--- config.mk ---
export PLATFORM = sky130hd
export DESIGN_NAME = status_ctrl
export DESIGN_NICKNAME = d
export VERILOG_FILES = /design/src/rtl/status_ctrl_pkg.sv /design/src/rtl/status_stack.sv /design/src/rtl/status_ctrl.sv
export SDC_FILE = /design/constraint.sdc
export NUM_CORES = 1
export LEC_CHECK = 0
export CORE_MARGIN = 2
export CORE_UTILIZATION = 57
export CTS_BUF_LIST = sky130_fd_sc_hd__clkbuf_4 sky130_fd_sc_hd__clkbuf_8
export CTS_CLUSTER_SIZE = 40
export DETAILED_ROUTE_END_ITERATION = 10
export PLACE_DENSITY_LB_ADDON = 0.08
export SLEW_MARGIN = 20
export SYNTH_ARGS = -nofsm -noshare
export SYNTH_HDL_FRONTEND = slang
export SYNTH_HIERARCHICAL = 1
export SYNTH_SLANG_ARGS = --single-unit
export TNS_END_PERCENT = 20
--- constraint.sdc ---
create_clock -name clk -period 2.6 [get_ports clk]
set_input_delay 0.52 -clock clk [delete_from_list [all_inputs] [get_ports clk]]
set_output_delay 0.52 -clock clk [all_outputs]
set_load 0.05 [all_outputs]
--- src/rtl/status_ctrl_pkg.sv ---
// Shared types and constants for the CPU status-register controller.
package status_ctrl_pkg;

  localparam int unsigned NUM_STATUS_BITS = 3;
  localparam int unsigned STACK_DEPTH     = 4;

  // Controller phases: idle/arbitrating, saving on interrupt entry, restoring on return.
  typedef enum logic [1:0] {
    IDLE,
    SAVE,
    RESTORE
  } state_e;

  // Which source owns the status register in the current cycle.
  localparam logic [1:0] SRC_NONE = 2'd0;
  localparam logic [1:0] SRC_ALU  = 2'd1;
  localparam logic [1:0] SRC_DEC  = 2'd2;
  localparam logic [1:0] SRC_IRQ  = 2'd3;

  // Fixed priority: any interrupt pulse, then ALU, then decoder.
  function automatic logic [1:0] pick_src(input logic irq, input logic alu, input logic dec);
    if (irq) begin
      return SRC_IRQ;
    end else if (alu) begin
      return SRC_ALU;
    end else if (dec) begin
      return SRC_DEC;
    end
    return SRC_NONE;
  endfunction

endpackage

--- src/rtl/status_stack.sv ---
// LIFO shadow stack for nested interrupt status save/restore.
// rdata always presents the top entry (stack[sp-1]); push/pop are ignored when full/empty.
module status_stack #(
  parameter int unsigned Width = 3,
  parameter int unsigned Depth = 4,
  parameter int unsigned PtrW  = 2
) (
  input  logic             clk,
  input  logic             res,
  input  logic             push,
  input  logic             pop,
  input  logic [Width-1:0] wdata,
  output logic [Width-1:0] rdata,
  output logic             full,
  output logic             empty
);

  logic [Width-1:0] mem [Depth];
  logic [PtrW:0]    sp_q;
  logic [PtrW:0]    sp_m1;

  assign full  = (sp_q == (PtrW+1)'(Depth));
  assign empty = (sp_q == '0);
  assign sp_m1 = sp_q - (PtrW+1)'(1);
  assign rdata = mem[sp_m1[PtrW-1:0]];

  // Stack pointer: saturating bookkeeping, never wraps.
  always_ff @(posedge clk) begin
    if (res) begin
      sp_q <= '0;
    end else if (push && !full) begin
      sp_q <= sp_q + (PtrW+1)'(1);
    end else if (pop && !empty) begin
      sp_q <= sp_m1;
    end
  end

  // Storage: contents are don't-care after reset, so no reset here.
  always_ff @(posedge clk) begin
    if (push && !full) begin
      mem[sp_q[PtrW-1:0]] <= wdata;
    end
  end

endmodule

--- src/rtl/status_ctrl.sv ---
// CPU status register owner: fixed-priority arbitration of ALU/decoder writes and
// interrupt save/restore through a shadow stack.
// Optional macro STATUS_CTRL_MASK_EN adds dec_mask for bit-selective decoder writes.
module status_ctrl
  import status_ctrl_pkg::*;
#(
  parameter int unsigned NumStatusBits = NUM_STATUS_BITS,
  parameter int unsigned StackDepth    = STACK_DEPTH,
  parameter int unsigned PtrW          = 2
) (
  input  logic                     clk,
  input  logic                     res,
  input  logic                     alu_req,
  input  logic [NumStatusBits-1:0] alu_status,
  output logic                     alu_gnt,
  input  logic                     dec_req,
  input  logic [NumStatusBits-1:0] dec_status,
`ifdef STATUS_CTRL_MASK_EN
  input  logic [NumStatusBits-1:0] dec_mask,
`endif
  output logic                     dec_gnt,
  input  logic                     irq_enter,
  input  logic                     irq_return,
  output logic [NumStatusBits-1:0] status,
  output logic                     busy,
  output logic                     stack_full,
  output logic                     stack_empty,
  output logic                     err_ovf,
  output logic                     err_unf
);

  state_e                   state_q;
  logic [NumStatusBits-1:0] status_q;
  logic                     err_ovf_q;
  logic                     err_unf_q;
  logic [1:0]               src;
  logic [NumStatusBits-1:0] dec_wdata;
  logic [NumStatusBits-1:0] stack_rd;

  status_stack #(
    .Width (NumStatusBits),
    .Depth (StackDepth),
    .PtrW  (PtrW)
  ) u_stack (
    .clk   (clk),
    .res   (res),
    .push  (state_q == SAVE),
    .pop   (state_q == RESTORE),
    .wdata (status_q),
    .rdata (stack_rd),
    .full  (stack_full),
    .empty (stack_empty)
  );

  // Arbitration: grants only in IDLE with no interrupt pulse on the bus.
  always_comb begin
    src = SRC_NONE;
    if (state_q == IDLE) begin
      src = pick_src(irq_enter | irq_return, alu_req, dec_req);
    end
    alu_gnt = (src == SRC_ALU);
    dec_gnt = (src == SRC_DEC);
  end

  // Decoder write data: merge under mask when the feature is built in.
  always_comb begin
`ifdef STATUS_CTRL_MASK_EN
    dec_wdata = (status_q & ~dec_mask) | (dec_status & dec_mask);
`else
    dec_wdata = dec_status;
`endif
  end

  // Main FSM: status register, sticky errors and save/restore sequencing.
  always_ff @(posedge clk) begin
    if (res) begin
      state_q   <= IDLE;
      status_q  <= '0;
      err_ovf_q <= 1'b0;
      err_unf_q <= 1'b0;
    end else begin
      unique case (state_q)
        IDLE: begin
          unique case (src)
            SRC_IRQ: begin
              // Return wins over a simultaneous enter.
              if (irq_return) begin
                if (stack_empty) begin
                  err_unf_q <= 1'b1;
                end else begin
                  state_q <= RESTORE;
                end
              end else if (stack_full) begin
                err_ovf_q <= 1'b1;
              end else begin
                state_q <= SAVE;
              end
            end
            SRC_ALU:  status_q <= alu_status;
            SRC_DEC:  status_q <= dec_wdata;
            SRC_NONE: ;
            default:  ;
          endcase
        end
        SAVE: begin
          // Stack captures the old value this cycle; handler starts with clean flags.
          status_q <= '0;
          state_q  <= IDLE;
        end
        RESTORE: begin
          status_q <= stack_rd;
          state_q  <= IDLE;
        end
        default: state_q <= IDLE;
      endcase
    end
  end

  assign status  = status_q;
  assign busy    = (state_q != IDLE);
  assign err_ovf = err_ovf_q;
  assign err_unf = err_unf_q;

endmodule

* Word-level counts from Yosys, hierarchy flattened
Memory sizes are Yosys's and may differ from the RTL's.
Cells that the tools add are included.
** Storage, ports and cells
- Register bits :: 10
- Memories :: 1
- Output and inout port bits :: 10
- Memory bits (writable) :: 12
- Logic and storage cells :: 52
- Input bits :: 12
** Memory list
- u_stack.mem :: depth 4, width 3, read ports 1, clocked after memory_dff 0, write ports 1, line status_stack.sv:18 : logic [Width-1:0] mem [Depth];
** Operators by class
- Reductions and logical operators :: 14
- Equal/unequal tests :: 9
- Bitwise logic cells :: 3
- Mux-type cells :: 18
- $add $sub $neg :: 2
** Operator list (count)
- two-way mux 2 bit :: 8
- case mux 3 bit (3 select lines) :: 1
- AND reduction 4 bit :: 2
- == test 2 bit (second input constant) :: 3
- two-way mux 1 bit :: 6
- two-way mux 3 bit :: 2
- case mux 3 bit (2 select lines) :: 1
- == test 2 x 1 -> 1 bit (second input constant) :: 2
- != test 2 bit (second input constant) :: 2
- nonzero test 2 bit :: 2
- adder 3 x 1 -> 3 bit (second input constant) :: 1
- == test 3 bit (second input constant) :: 1
- zero test 3 bit :: 1
- != test 3 bit (second input constant) :: 1
- AND reduction 3 bit :: 1
- nonzero test 3 bit :: 1
- subtractor 3 x 1 -> 3 bit (second input constant) :: 1
- logical AND 1 bit :: 2
- zero test 1 bit :: 2
- zero test 2 bit :: 1
- inverter 1 bit :: 2
- AND reduction 2 bit :: 1
- OR reduction 2 bit :: 1
- bitwise OR 1 bit :: 1

* Depth between registers and ports, before layout
Gate-level depths: netlist of run 1.
- Word-level depth :: 9
- Depth in mapped cells :: 9
- Depth with buffers taken out :: 9

* Modules after synthesis
Netlist of run 1, hierarchy kept.
** By module, submodules not included
- status_stack :: cells each 48, instances 1, area each 714.4 µm², seq. area each 420.4 µm²
- status_ctrl :: cells each 54, instances 1, area each 465.4 µm², seq. area each 140.1 µm²

* Worst setup path after synthesis of run 1
Ideal clock, no wire load.
- Kind :: reg2reg
- From :: register state_q[0]
- To :: register status_q[0], in the netlist status[0]
- Setup time :: 0.078 ns
- Cell stages (with the launch flop) :: 10
- Arrival :: 2.265 ns
- Path slack :: 0.257 ns
- Buffers on the path :: 0
- Period minus slack after synthesis :: 2.343 ns
- Cell sequence :: dfxtp_1 -> inv_1 -> ha_1 -> inv_1 -> nor2_1 -> inv_1 -> ha_1 -> mux2i_1 -> o211a_1 -> nor3_1
** On the way
- Word-level cells in the longest chain between the ends :: 5
** Ends and longest elaborated chain
- start, declared :: line status_ctrl.sv:32 : state_e state_q;
- start signal, assigned :: line status_ctrl.sv:77 : state_q <= IDLE;
- start signal, assigned :: line status_ctrl.sv:91 : state_q <= RESTORE;
- start signal, assigned :: line status_ctrl.sv:96 : state_q <= SAVE;
- zero test 2 bit * :: line status_ctrl.sv:58 : if (state_q == IDLE) begin
- two-way mux 2 bit * :: line status_ctrl.sv:58
- == test 2 bit *
- via dec_gnt :: line status_ctrl.sv:21 : output logic dec_gnt,
- case mux 3 bit (2 select lines) / != test 3 bit (equally long branches)
- case mux 3 bit (3 select lines) / AND reduction 2 bit (equally long branches)
- end signal, assigned :: line status_ctrl.sv:99 : SRC_ALU: status_q <= alu_status;
- end signal, assigned :: line status_ctrl.sv:100 : SRC_DEC: status_q <= dec_wdata;
- end signal, assigned :: line status_ctrl.sv:111 : status_q <= stack_rd;
- end, declared :: line status_ctrl.sv:33 : logic [NumStatusBits-1:0] status_q;
Mark *: on every way through the listed nets, which the timed path passes. The rest lies on a longest branch.
A chain may end at the register's enable or synchronous reset.

* Final worst setup path of run 1
- From :: register state_q[0]
- To :: output port busy
** On the way
- Word-level cells in the longest chain between the ends :: 1
** Ends and longest elaborated chain
- nonzero test 2 bit :: line status_ctrl.sv:120 : assign busy = (state_q != IDLE);
- end, declared :: line status_ctrl.sv:25 : output logic busy,
No other way between the ends.

==> results of run 1 <==
how the worst min path moves through the flow:
stage	end	slack, ps	cells after the start
final	err_ovf$_SDFFE_PP0P_	490	2
after global routing	err_unf$_SDFFE_PP0P_	520	2
after CTS	err_ovf$_SDFFE_PP0P_	500	2
after detailed placement	err_ovf$_SDFFE_PP0P_	470	2
after global placement	err_unf$_SDFFE_PP0P_	460	2
after floorplan	state_q[1]$_SDFFE_PP0P_	480	2
layout by cell type (no fill, tap or decap), drive strengths merged, types with 4 or more instances in the layout:
cell type and instances:
dfxtp 10, inv 10, clkdlybuf4s50 17, edfxtp 12, o21ai 4, nand3 5, ha 12, nor2 7
nor3 4, and2 5
registers in the layout, summed over array words and instances, names as in the netlist:
name and cells:
err_unf 1, status 3, u_stack/sp_q 3, state_q 2, u_stack/mem 12, err_ovf 1
metrics by stage:
| stage | cells | setup TNS (ps) | instance area, µm² |
|---|---|---|---|
| 2_1_floorplan | 102 | 0 | 1180 |
| 5_1_grt | 154 | -5.463 | 1506 |
| 3_5_place_dp | 150 | 0 | 1446 |
| 3_3_place_gp | 150 | 0 | 1446 |
| 6_report | 154 | 0 | 1506 |
| 4_1_cts | 154 | 0 | 1499 |
power by group:
part / internal [µW] / total (µW) / switching, µW
registers: 448 / 495 / 46.6
clock network: 156 / 256 / 100
logic: 288 / 690 / 402
worst min-delay path, stage by stage (launching register included):
cell	delay (ps)
dfxtp_1	350
a41oi_1	40
nor2_1	70
layout make-up:
type	count	area, µm²	share of cell area, %
multi-input cells	69	579.3	38.46
flip-flops and latches	22	560.5	37.21
repair buffers	22	242.7	16.11
inverters	10	37.54	2.492
well taps	27	33.78	2.243
clock inverters	1	30.03	1.993
clock buffers	3	22.52	1.495
routing by layer:
layer | GRT usage [%] | vias to the layer above
met2 | 36.04 | 19
met4 | 4.630 | 0
met3 | 3.333 | 2
li1 | - | 421
met5 | 0 | -
met1 | 27.73 | 410
cells by family (layout without fill, tap and decap cells):
logic type | Yosys count | after routing
buf+inv | 11 | 36
flops | 22 | 22
mux | 7 | 7
fa+ha+maj | 12 | 12
simple gates | 31 | 31
compound gates | 19 | 19
==> impl_metrics.tcl, run 1 <==
set metrics [dict create \
    slew_headroom_pct 66.44 \
    avgSynthCellArea_um2 11.57 \
    wl_met2_um 1172 \
    worstReg2RegEnd "status[0]$_SDFFE_PP0P_" \
    synth_area_um2 1180 \
    critPathCapture "busy" \
    synthArstFlopShare_pct 0 \
    critPathLaunchType "register" \
    p_per_area_nw_per_um2 956.3 \
    port_buffers 21 \
    post-cts-setup-buffers 0 \
    grt_max_degree 14 \
    io_pins 22 \
    postCtsResizedCells 0 \
    rows 16 \
    status "finished clean" \
    clkLatencyLatePin_ps 300 \
    antenna_found_initial 0 \
    highest_layer "met4" \
    avgViaCountPerCell 5.532 \
    synth_compound_area_share_pct 11.77 \
    ys.flop_type "edfxtp_1" \
    syn_nets 126 \
    max_freq_ghz 0.3986 \
    slowest_stage "clkdlybuf4s50_1" \
    place_congestion 0.7554 \
    required_ps 2080 \
    dr.first_iter.drc_count 21 \
    cp.depth 4 \
    hold_class "reg2reg" \
    finalMaxSlewViolations 0 \
    clockRootBuffer "clkbuf_4" \
    grt_setup_unrepaired "yes" \
    setup_violations 0 \
    areaGrowthSynthToFinish_pct 27.68 \
    dp_slack_ps 173.2 \
    fin_hold_ws_ps 492.0 \
    floorplan.initialDensity_pct 60.14 \
    fin_crit_ps 2509 \
    worstPathMaxFanout 6 \
    drt-met1-wl_um 996 \
    die_x_um 49.50 \
    worst_ep_arrival_time_ps 1990 \
    synthTopCellsByArea "edfxtp_1 31%, dfxtp_1 17%, ha_1 13%, mux4_2 5.7%, inv_1 3.2%" \
    finClkSkew_ps 3.322 \
    drcViolationCount 0 \
    drt_pass1_iterations 4 \
    r2r_start "state_q[0]$_SDFFE_PP0P_" \
    cap_violations 0 \
    ant_nets 0 \
    yosysWarnings 6 \
    synth.distinct_cells 29 \
    reg2reg_slack_ps 620 \
    antennaDiodeCount 0 \
    synthMuxAreaShare_pct 9.544 \
    cp_slowest_stage_delay_ps 810 \
    hold_buffers 0 \
    worst_path_most_repeated_cell "inv_1" \
    final_layout_size_suffix_gt1_share_pct 13.39 \
    clock_path_buffers 2 \
    synth_fa_ha_area_share_pct 12.73 \
    utilization_pct 76.79 \
    syn_inst 102 \
    synthTopCellsByCount "12 x edfxtp_1, 12 x ha_1, 10 x dfxtp_1, 10 x inv_1, 7 x nor2_1" \
    timing.final.ws_setup_ps 91.23 \
    grt_use_total_pct 20.84 \
    end_kind "primary output" \
    fill_cells 148 \
    synthSimpleGateAreaFrac_pct 14.85 \
    die_area_um2 2450 \
    synth-seq-cells 22 \
    hp-start "err_ovf$_SDFFE_PP0P_" \
    synth_top_family_by_area "simple AND/OR/NAND/NOR gates" \
    cts_tree "done" \
    ir_worst_vdd_mv 0.5721 \
    synth_area_leader_cell "edfxtp_1" \
    htreeDepth 1 \
    grt_pass1_wl_um 3939 \
    drt_wl_total_um 2281 \
    finalPower_uw 1441 \
    cp_cell_sequence "inv_1, ha_1, inv_1, clkdlybuf4s50_1" \
    critPathKind "reg2out" \
    numClockSinks 22 \
    nets 152 \
    r2r_cells 9 \
    post-dp-hpwl_um 1784 \
    wl_met3_um 83 \
    first_global_vias 862 \
    wire_per_inst_um 14.81 \
    grt_overflow_total 0 \
    clk_pin_slew_ps 120 \
    worst_slew_pin_slew_ps 501.9 \
    hold_viol 0 \
    cts_buffers 3 \
    die_h_um 49.50 \
    core-area_um2 1962 \
    synth.top_cell.area_share_pct 30.54 \
    crit_family "buffers and inverters" \
    period_share_pct 96.49 \
    ys_seq_area_share_pct 47.51 \
    dr_total_vias 852 \
    crit_buf_inv 3 \
    crit_start "state_q[0]$_SDFFE_PP0P_" \
    p_leak_uw 0.0006147 \
    synth_enable_flop_cells 12 \
    synth_xor_area_share_pct 0 \
]
Note: power is estimated with default switching activity, not from simulation.
==> run 2: changes to the inputs <==
--- a/config.mk
+++ b/config.mk
@@ -10,7 +10,7 @@
 export CTS_BUF_LIST = sky130_fd_sc_hd__clkbuf_4 sky130_fd_sc_hd__clkbuf_8
 export CTS_CLUSTER_SIZE = 40
 export DETAILED_ROUTE_END_ITERATION = 10
-export PLACE_DENSITY_LB_ADDON = 0.08
+export PLACE_DENSITY_LB_ADDON = 0.05
 export SLEW_MARGIN = 20
 export SYNTH_ARGS = -nofsm -noshare
 export SYNTH_HDL_FRONTEND = slang
==> impl_metrics.tcl, run 2 (synthesis gave the netlist of run 1 again) <==
set metrics [dict create \
    grt_max_degree 14 \
    wire_per_inst_um 15.31 \
    final_common_cell "clkdlybuf4s50_1" \
    critPathKind "reg2out" \
    post-dp-hpwl_um 1772 \
    fin_crit_ps 2515 \
    ant_nets 0 \
    pwr-share-comb_pct 47.7 \
    end_kind "primary output" \
    dp_slack_ps 179.4 \
    avgViaCountPerCell 5.442 \
    floorplan.initialDensity_pct 60.14 \
    finalSetupTns_ps 0 \
    io_pins 22 \
    cts_tree "done" \
    reg2reg_slack_ps 570 \
    htreeDepth 1 \
    hold_viol 0 \
    worst_slew_pin_slew_ps 502.4 \
    finalMaxSlewViolations 0 \
    ir_worst_vdd_mv 0.6750 \
    clockRootBuffer "clkbuf_4" \
    antenna_found_initial 0 \
    drt_wl_total_um 2357 \
    p_clk_share_pct 18.0 \
    port_buffers 21 \
    worstPathMaxFanout 6 \
    critPathCapture "busy" \
    core-area_um2 1962 \
    finClkSkew_ps 10.11 \
    ff_latch_area_um2 560.5 \
    grt_use_total_pct 21.12 \
    p_per_area_nw_per_um2 967.0 \
    rows 16 \
    final_cell_mix "17 x clkdlybuf4s50_1, 12 x ha_1, 12 x edfxtp_1" \
    cts_buffers 3 \
    die_h_um 49.50 \
    cp.depth 4 \
    p_int_uw 893.0 \
    slew_headroom_pct 66.40 \
    nets 152 \
    largest_reg_flops 12 \
    crit_start "state_q[0]$_SDFFE_PP0P_" \
    clk_pin_slew_ps 110 \
    drcViolationCount 0 \
    grt_pass1_wl_um 3829 \
    final_layout_size_suffix_gt1_share_pct 13.39 \
    antennaDiodeCount 0 \
    period_share_pct 96.75 \
    crit_family "buffers and inverters" \
    crit_buf_inv 3 \
    cp_cell_sequence "inv_1, ha_1, inv_1, clkdlybuf4s50_1" \
    grt_setup_unrepaired "no" \
    p_seq_share_pct 34.3 \
    dr_total_vias 838 \
    areaGrowthSynthToFinish_pct 27.68 \
    die_x_um 49.50 \
    hold_buffers 0 \
    swShare_pct 38.70 \
    required_ps 2080 \
    status "finished clean" \
    critPathLaunchType "register" \
    grt_overflow_total 0 \
    worst_ep_arrival_time_ps 2000 \
    fill_cells 146 \
    p_leak_uw 0.0006147 \
    max_freq_ghz 0.3975 \
    first_global_vias 826 \
    hold_class "reg2reg" \
    clkLatencyLatePin_ps 320 \
    place_congestion 0.7723 \
    cap_violations 0 \
    setup_violations 0 \
    die_area_um2 2450 \
    drt_pass1_iterations 4 \
    cp_slowest_stage_delay_ps 810 \
    worst_path_most_repeated_cell "inv_1" \
    timing.final.ws_setup_ps 84.59 \
    numClockSinks 22 \
    clock_path_buffers 2 \
    p_switching_uw 563.8 \
    r2r_start "state_q[1]$_SDFFE_PP0P_" \
    dr.first_iter.drc_count 23 \
    multiInputGateArea_um2 579.3 \
    worstReg2RegEnd "status[2]$_SDFFE_PP0P_" \
    slowest_stage "clkdlybuf4s50_1" \
    r2r_cells 9 \
]
-- run 2: cell counts in the layout (fill, tap and decap cells not counted) --
Identical to the previous run, type by type.
-- run 2: how the worst min path moves through the flow --
| stage | from | to | slack, ps | cells after the start |
|---|---|---|---|---|
| after floorplan | state_q[1]$_SDFFE_PP0P_ | state_q[1]$_SDFFE_PP0P_ | 480 | 2 |
| after global placement | err_unf$_SDFFE_PP0P_ | err_unf$_SDFFE_PP0P_ | 460 | 2 |
| after detailed placement | err_unf$_SDFFE_PP0P_ | err_unf$_SDFFE_PP0P_ | 460 | 2 |
| after CTS | err_unf$_SDFFE_PP0P_ | err_unf$_SDFFE_PP0P_ | 490 | 2 |
| after global routing | err_ovf$_SDFFE_PP0P_ | err_ovf$_SDFFE_PP0P_ | 530 | 2 |
| final | err_unf$_SDFFE_PP0P_ | err_unf$_SDFFE_PP0P_ | 480 | 2 |
-- run 2: repair_timing --
action,CTS,global route
setup endpoints to repair,0,3
resized for setup,0,3
setup buffers,0,0
-- run 2: power by group through the flow --
stage	Sequential (µW)	Combinational, µW	Clock [µW]
final	500	695	262
after global routing	509	744	278
after floorplan	587	387	0
after global placement	504	670	0
after CTS	501	695	269
after detailed placement	510	683	0
-- run 2: stage by stage --
step	util (%)	instances	instance area [µm²]	total power [µW]	hold WS [ps]
finish	76.79	154	1506	1457	483.1
global route	76.79	154	1506	1530	529.1
CTS	76.40	154	1499	1465	493.2
detailed placement	73.72	150	1446	1193	464.3
global placement	73.72	150	1446	1173	460.1
floorplan	-	102	1180	974.2	476.9
-- run 2: worst min-delay path: stages, from the launching register on --
cell and delay, ps:
dfxtp_1 340, a41oi_1 50, nor2_1 70
-- run 2: metal layers --
layer	global-route usage, %	up-vias	share of wire, %
li1	-	423	-
met1	26.56	389	46
met2	35.59	22	48
met3	3.636	4	4.0
met4	9.722	0	2.5
met5	0	-	0
-- run 2: final cells by class --
type                    instances  area share [%]
clock buffers                   3           1.495
clock inverters                 1           1.993
inverters                      10           2.492
multi-input cells              69           38.46
flip-flops and latches         22           37.21
well taps                      27           2.243
repair buffers                 22           16.11
